`src/rtl/eth_recv_pkg.sv`:
```
// Shared types and constants for the Ethernet-style receive stream block.
package eth_recv_pkg;

  typedef enum logic [2:0] {
    S_IDLE, S_PREAMBLE, S_SFD, S_MACDST, S_MACSRC, S_PLLEN, S_PL, S_FCS
  } state_t;

  typedef enum logic [2:0] {
    ST_OK            = 3'd0,
    ST_BAD_PREAMBLE  = 3'd1,
    ST_BAD_SFD       = 3'd2,
    ST_ADDR_MISMATCH = 3'd3,
    ST_TOO_LONG      = 3'd4,
    ST_BAD_FCS       = 3'd5,
    ST_OVERFLOW      = 3'd6
  } stat_code_t;

  localparam logic [7:0]  PREAMBLE_BYTE = 8'hAA;
  localparam logic [7:0]  SFD_BYTE      = 8'hAB;
  localparam logic [47:0] BCAST_ADDR    = 48'hFF_FF_FF_FF_FF_FF;

  // Byte k of a MAC address; byte 0 is the first one on the wire.
  function automatic logic [7:0] mac_byte(input logic [47:0] addr, input logic [2:0] k);
    logic [47:0] sh;
    sh = addr >> {k, 3'b000};
    return sh[7:0];
  endfunction

endpackage

```
`src/rtl/eth_recv_fifo.sv`:
```
// Payload buffer: {last, data} entries, extra pointer bit separates full from empty.
module eth_recv_fifo #(
  parameter int DEPTH = 16,
  parameter int W     = 9
) (
  input  logic         clk,
  input  logic         rst_n,
  input  logic         wr_i,
  input  logic [W-1:0] wr_data_i,
  input  logic         rd_i,
  output logic [W-1:0] rd_data_o,
  output logic         empty_o,
  output logic         full_o
);

  localparam int AW = $clog2(DEPTH);

  logic [W-1:0] mem_q [DEPTH];
  logic [AW:0]  wr_ptr_q, rd_ptr_q;
  logic         wr_en, rd_en;

  assign empty_o = (wr_ptr_q == rd_ptr_q);
  assign full_o  = (wr_ptr_q[AW] != rd_ptr_q[AW]) &&
                   (wr_ptr_q[AW-1:0] == rd_ptr_q[AW-1:0]);
  assign rd_en   = rd_i && !empty_o;
  // A read in the same cycle frees the slot the write lands in.
  assign wr_en   = wr_i && (!full_o || rd_en);

  // Head is forced to zero while empty so the output is clean after reset.
  assign rd_data_o = empty_o ? '0 : mem_q[rd_ptr_q[AW-1:0]];

  // Storage array, no reset needed since the head is masked when empty.
  always_ff @(posedge clk) begin
    if (wr_en) mem_q[wr_ptr_q[AW-1:0]] <= wr_data_i;
  end

  // Pointer update.
  always_ff @(posedge clk or negedge rst_n) begin
    if (!rst_n) begin
      wr_ptr_q <= '0;
      rd_ptr_q <= '0;
    end else begin
      if (wr_en) wr_ptr_q <= wr_ptr_q + 1'b1;
      if (rd_en) rd_ptr_q <= rd_ptr_q + 1'b1;
    end
  end

endmodule

```
`src/rtl/eth_recv_stream.sv`:
```
// Frame receiver: parses preamble/SFD/addresses/length, streams payload
// into a FIFO and reports a one-cycle status code at frame end.
module eth_recv_stream import eth_recv_pkg::*; #(
  parameter logic [47:0] DEST_MAC_ADDR = 48'h00_0a_95_9d_68_16,
  parameter int          PREAMBLE_LEN  = 7,
  parameter int          FCS_BYTES     = 4,
  parameter int          MAX_PAYLOAD   = 1500,
  parameter int          FIFO_DEPTH    = 16,
  parameter bit          ACCEPT_BCAST  = 1'b1
) (
  input  logic       clk,
  input  logic       rst_n,
  input  logic       start,
  input  logic [7:0] in_data,
  input  logic       in_vld,
  output logic [7:0] out_data,
  output logic       out_vld,
  input  logic       out_rdy,
  output logic       out_last,
  output logic       stat_vld,
  output logic [2:0] stat_code,
  output logic       ready
);

  localparam logic [15:0] PRE_LAST = 16'(PREAMBLE_LEN - 1);
  localparam logic [15:0] FCS_LAST = 16'(FCS_BYTES - 1);
  localparam logic [15:0] MAX_LEN  = 16'(MAX_PAYLOAD);

  state_t     state_q;
  logic [15:0] cnt_q, len_q;
  logic [7:0]  csum_q, len_hi_q;
  logic        uc_ok_q, bc_ok_q;
  logic        stat_vld_q;
  stat_code_t  stat_code_q;

  logic [7:0]  csum_d, fcs_exp;
  logic [15:0] len_d;
  logic        uc_ok_d, bc_ok_d, pl_last;
  logic        fifo_wr, fifo_rd, fifo_ok, fifo_full, fifo_empty;
  logic [8:0]  fifo_head;

  // Per-beat helpers: running sum, assembled length, address match tracking.
  always_comb begin
    csum_d  = csum_q + in_data;
    fcs_exp = ~csum_q + 8'd1;
    len_d   = {len_hi_q, in_data};
    uc_ok_d = uc_ok_q && (in_data == mac_byte(DEST_MAC_ADDR, cnt_q[2:0]));
    bc_ok_d = bc_ok_q && (in_data == mac_byte(BCAST_ADDR, cnt_q[2:0]));
    pl_last = (cnt_q == len_q - 16'd1);
  end

  assign fifo_rd = out_vld && out_rdy;
  assign fifo_ok = !fifo_full || fifo_rd;
  assign fifo_wr = (state_q == S_PL) && in_vld && fifo_ok;

  // Frame parser; every error jumps straight back to IDLE with a status pulse.
  always_ff @(posedge clk or negedge rst_n) begin
    if (!rst_n) begin
      state_q     <= S_IDLE;
      cnt_q       <= '0;
      len_q       <= '0;
      len_hi_q    <= '0;
      csum_q      <= '0;
      uc_ok_q     <= 1'b0;
      bc_ok_q     <= 1'b0;
      stat_vld_q  <= 1'b0;
      stat_code_q <= ST_OK;
    end else begin
      stat_vld_q <= 1'b0;
      unique case (state_q)
        S_IDLE: if (start) begin
          state_q <= S_PREAMBLE;
          cnt_q   <= '0;
          csum_q  <= '0;
          uc_ok_q <= 1'b1;
          bc_ok_q <= ACCEPT_BCAST;
        end
        S_PREAMBLE: if (in_vld) begin
          if (in_data != PREAMBLE_BYTE) begin
            state_q <= S_IDLE; stat_vld_q <= 1'b1; stat_code_q <= ST_BAD_PREAMBLE;
          end else if (cnt_q == PRE_LAST) begin
            state_q <= S_SFD; cnt_q <= '0;
          end else begin
            cnt_q <= cnt_q + 16'd1;
          end
        end
        S_SFD: if (in_vld) begin
          if (in_data != SFD_BYTE) begin
            state_q <= S_IDLE; stat_vld_q <= 1'b1; stat_code_q <= ST_BAD_SFD;
          end else begin
            state_q <= S_MACDST; cnt_q <= '0;
          end
        end
        S_MACDST: if (in_vld) begin
          csum_q  <= csum_d;
          uc_ok_q <= uc_ok_d;
          bc_ok_q <= bc_ok_d;
          if (cnt_q == 16'd5) begin
            cnt_q <= '0;
            if (uc_ok_d || bc_ok_d) state_q <= S_MACSRC;
            else begin
              state_q <= S_IDLE; stat_vld_q <= 1'b1; stat_code_q <= ST_ADDR_MISMATCH;
            end
          end else begin
            cnt_q <= cnt_q + 16'd1;
          end
        end
        S_MACSRC: if (in_vld) begin
          csum_q <= csum_d;
          if (cnt_q == 16'd5) begin
            state_q <= S_PLLEN; cnt_q <= '0;
          end else begin
            cnt_q <= cnt_q + 16'd1;
          end
        end
        S_PLLEN: if (in_vld) begin
          csum_q <= csum_d;
          if (cnt_q == 16'd0) begin
            len_hi_q <= in_data;
            cnt_q    <= 16'd1;
          end else begin
            len_q <= len_d;
            cnt_q <= '0;
            if (len_d > MAX_LEN) begin
              state_q <= S_IDLE; stat_vld_q <= 1'b1; stat_code_q <= ST_TOO_LONG;
            end else if (len_d == 16'd0) begin
              state_q <= S_FCS;
            end else begin
              state_q <= S_PL;
            end
          end
        end
        S_PL: if (in_vld) begin
          if (!fifo_ok) begin
            state_q <= S_IDLE; stat_vld_q <= 1'b1; stat_code_q <= ST_OVERFLOW;
          end else begin
            csum_q <= csum_d;
            if (pl_last) begin
              state_q <= S_FCS; cnt_q <= '0;
            end else begin
              cnt_q <= cnt_q + 16'd1;
            end
          end
        end
        S_FCS: if (in_vld) begin
          if (in_data != fcs_exp) begin
            state_q <= S_IDLE; stat_vld_q <= 1'b1; stat_code_q <= ST_BAD_FCS;
          end else if (cnt_q == FCS_LAST) begin
            state_q <= S_IDLE; stat_vld_q <= 1'b1; stat_code_q <= ST_OK;
          end else begin
            cnt_q <= cnt_q + 16'd1;
          end
        end
        default: state_q <= S_IDLE;
      endcase
    end
  end

  eth_recv_fifo #(.DEPTH(FIFO_DEPTH), .W(9)) u_fifo (
    .clk       (clk),
    .rst_n     (rst_n),
    .wr_i      (fifo_wr),
    .wr_data_i ({pl_last, in_data}),
    .rd_i      (fifo_rd),
    .rd_data_o (fifo_head),
    .empty_o   (fifo_empty),
    .full_o    (fifo_full)
  );

  assign out_vld   = !fifo_empty;
  assign out_data  = fifo_head[7:0];
  assign out_last  = fifo_head[8];
  assign stat_vld  = stat_vld_q;
  assign stat_code = stat_code_q;
  assign ready     = (state_q == S_IDLE);

endmodule

```
`config.mk`:
```
export PLATFORM = sky130hd
export DESIGN_NAME = eth_recv_stream
export DESIGN_NICKNAME = d
export VERILOG_FILES = /design/src/rtl/eth_recv_pkg.sv /design/src/rtl/eth_recv_fifo.sv /design/src/rtl/eth_recv_stream.sv
export SDC_FILE = /design/constraint.sdc
export NUM_CORES = 1
export LEC_CHECK = 0
export ABC_AREA = 1
export CORE_MARGIN = 2
export CORE_UTILIZATION = 45
export CTS_BUF_LIST = sky130_fd_sc_hd__clkbuf_8 sky130_fd_sc_hd__clkbuf_16
export CTS_CLUSTER_DIAMETER = 40
export DETAILED_ROUTE_END_ITERATION = 10
export DONT_BUFFER_PORTS = 1
export GPL_TIMING_DRIVEN = 0
export HOLD_SLACK_MARGIN = 0.05
export PLACE_DENSITY = 0.61
export RECOVER_POWER = 25
export SLEW_MARGIN = 30
export SYNTH_ARGS = -nofsm -noshare
export SYNTH_HDL_FRONTEND = slang
export SYNTH_SLANG_ARGS = --single-unit
export TNS_END_PERCENT = 10
```
`constraint.sdc`:
```
create_clock -name clk -period 2.6 [get_ports clk]
set_input_delay 0.52 -clock clk [delete_from_list [all_inputs] [get_ports clk]]
set_output_delay 0.52 -clock clk [all_outputs]
set_load 0.01 [all_outputs]
```
==> impl_results.md <==
* Final Wtd Congestion at a little under 0.9
* Skew final at around 28 ps
* First-pass GRT wire length at approximately 45000 µm
* Status: finished with violations
* Yosys cell types at just over 50
* Maximum clock frequency at between 300 and 400 MHz
* Period utilization at 1.034
* Worst slew pin tran at between 500 and 600 ps
* H-Tree Depth at 2
* Synth-to-Final Area Change at 20.50%
* Leakage power total at approximately 5.3 nW
* Final ANT Viol Nets at 0
* Initial antenna violation count at 0
* Avg Cell Area, Syn at ~9.4 µm²
* Ratio of cells with drive above 1 in the final layout at 0.1767
* Final HPWL DP at around 19000 µm
* Min cycle time layout at approximately 2700 ps
* Prevailing post-synth register cell: edfxtp_1
* First-pass iteration count of the detailed router at 5
* Largest net degree at the start of global routing at around 70
* Num CTS Buffers at 34
* Core Util, Final at 0.5536
* Worst-path fanout max at 10
* VDD IR max at about 550 µV
* Vias in the first global route at between 8000 and 9000
* Setup slack, reg-to-reg at -70 ps
* Clk sink count at 211
* Root buffer cell: clkbuf_16
* Share of the synthesized area in the top cell type at 0.3998
* Final setup viols at 53
* Total Routed Length at roughly 28000 µm
* Seq/Total Area, Yosys at 0.5548
* Synth Net Count at between 1000 and 1500
* EDFF count, synth at about 140
* Async SR Flop Fraction at 0.3175
* PnR worst setup slack at -89.27 ps
* Clock Latency Late Sink at around 520 ps
* Dpl cells at 1465
* Failing checks: negative setup slack
* Fill cell count at a little over 2000
* CTS tree: done
* Final hold vios at 0
* N_diodes at 0
* Die Wd at about 160 µm
* Yosys reg bits at 211
* RSZ-0062 raised after global routing: true
* Slew Viols, Final at 0
* Final nets at about 1200
* Initial drt markers at approximately 760
* Vias at ~8300
* Core footprint at around 24000 µm²
* Reg2reg end: u_fifo.mem_q[9][2]
* DR DRC count at 0
* Initial Util at 0.4594
* WL/cell at 18.52 µm
* Post-Synthesis Cells at 1145
* Power Total at around 12 mW
* Vias per cell at 5.441
* CP startpoint kind: flip-flop
* Top post-synthesis cells by area: edfxtp_1, dfrtp_1, nand2_1
* Area of the mapped netlist at approximately 11000 µm²
* Most frequent cells in the layout: nand2_1, nor2_1, edfxtp_1
* Design area at approximately 13000 µm²
* Power Dens Cells at roughly 950 nW/µm²
* GRT Total Usage at 0.2239
* Crit path kind: flip-flop to primary output
* # IOs at 28
* FP Rows at 56
* Commonest non-fill, non-tap cell in the layout: nand2_1
* CP endpoint kind: primary output
* R2r startpoint: u_fifo.rd_ptr_q[0]
* Placed cell areas at ~11000 µm²
* IO buf count at 0
* CP Capture Point: out_data[3]
* Clk slew on worst S/H paths at roughly 60 ps
* Total grt overflow at 0
* CTS max path bufs at 3
* Synth warn at 0
* Hold Crit Class: input pin to flip-flop
* Max Cap Violations at 0
* Reg2reg path depth at 11
* Max-slew headroom at 0.6018
* Die area at ~25000 µm²
* Post-Layout Cell Count at between 1500 and 2000
* CP arrival at roughly 2200 ps
* WP data required at between 2000 and 2500 ps
* CP Launch Point: u_fifo.rd_ptr_q[0]
* Die Ht at roughly 160 µm
* Synth area leader: edfxtp_1
## repair_timing
item	in CTS	in global routing
pin swaps	14	8
endpoints found under the hold margin	67	0
hold buffers	2	0
resized for setup	100	37
gates cloned	1	0
buffers inserted	1	1
setup endpoints to repair	146	184
## cells by family (layout without fill, tap and decap cells)
kind of cell               after synthesis  in the layout  share of synthesized area
buffers and inverters                  138            204                    0.05194
xor gates and xnor gates                51             51                    0.04199
adders and majority gates               20             20                    0.02383
and+or+nand+nor                        548            548                     0.2204
muxes                                   15             15                    0.01411
DFF                                    211            211                     0.5548
AOI/OAI and AO/OA                      162            162                    0.09300
## where the power goes
part	leakage [nW]	internal, mW	switching, mW
clock	0.618	3.27	1.69
sequential	2.21	3.68	0.103
combinational	2.50	1.33	2.35
## registers in the layout (all words and copies together), names as in the netlist
signal           flops
stat_vld             1
uc_ok_q              1
bc_ok_q              1
u_fifo.mem_q       144
len_hi_q             8
u_fifo.wr_ptr_q      5
cnt_q               16
csum_q               8
len_q               16
stat_code            3
state_q              3
u_fifo.rd_ptr_q      5
## routing by layer
layer	track usage	up-vias	part of all wire
met5	0	-	0
met2	0.3460	257	0.45
met1	0.3226	4006	0.46
li1	-	4007	-
met3	0.04324	55	0.066
met4	0.06488	0	0.025
## critical path, cell delays in order (launching register included)
cell      delay (ps)
dfrtp_2          430
clkbuf_8         170
clkbuf_8         160
o21ai_0          250
o221ai_2         160
o211ai_1         250
a31oi_2          240
## Yosys cell counts (18+ instances only)
cell type	n
nand2_1	250
nor2_1	173
edfxtp_1	144
inv_1	85
o21ai_0	79
dfrtp_1	67
nand3_1	47
xor2_1	41
o32ai_1	23
nand4_1	21
clkbuf_1	19
ha_1	19
nor2_2	18
## through the flow
stage	setup slack (ps)	hold slack [ps]	TNS, ps
final	-89.27	94.92	-1958
after global routing	-197.4	77.39	-16870
after CTS	-202.8	81.74	-5400
after detailed placement	-257.2	225.6	-17640
after global placement	-691.4	225.7	-25860
after floorplan	275.3	224.4	0
## how the worst min path moves through the flow
stage                           from                 end  slack (ps)  cells past startpoint
after floorplan                rst_n             bc_ok_q         220                      0
after global placement         rst_n            stat_vld         230                      0
after detailed placement       rst_n            stat_vld         230                      0
after CTS                 in_data[6]  u_fifo.mem_q[1][6]          80                      0
after global routing      in_data[6]  u_fifo.mem_q[1][6]          80                      0
final                     in_data[0]  u_fifo.mem_q[7][0]          90                      0
## final cells by class
class,instances,area (µm²),area share
Clock inverter,25,389.1,0.02985
Tap cell,319,399.1,0.03062
Clock buffer,35,864.6,0.06633
Inverter,97,374.1,0.02870
Multi-Input combinational cell,796,4594,0.3525
Sequential cell,211,6003,0.4606
Buffer,41,341.6,0.02621
Timing Repair Buffer,6,67.56,0.005184
Note: power is estimated with default switching activity, not from simulation.
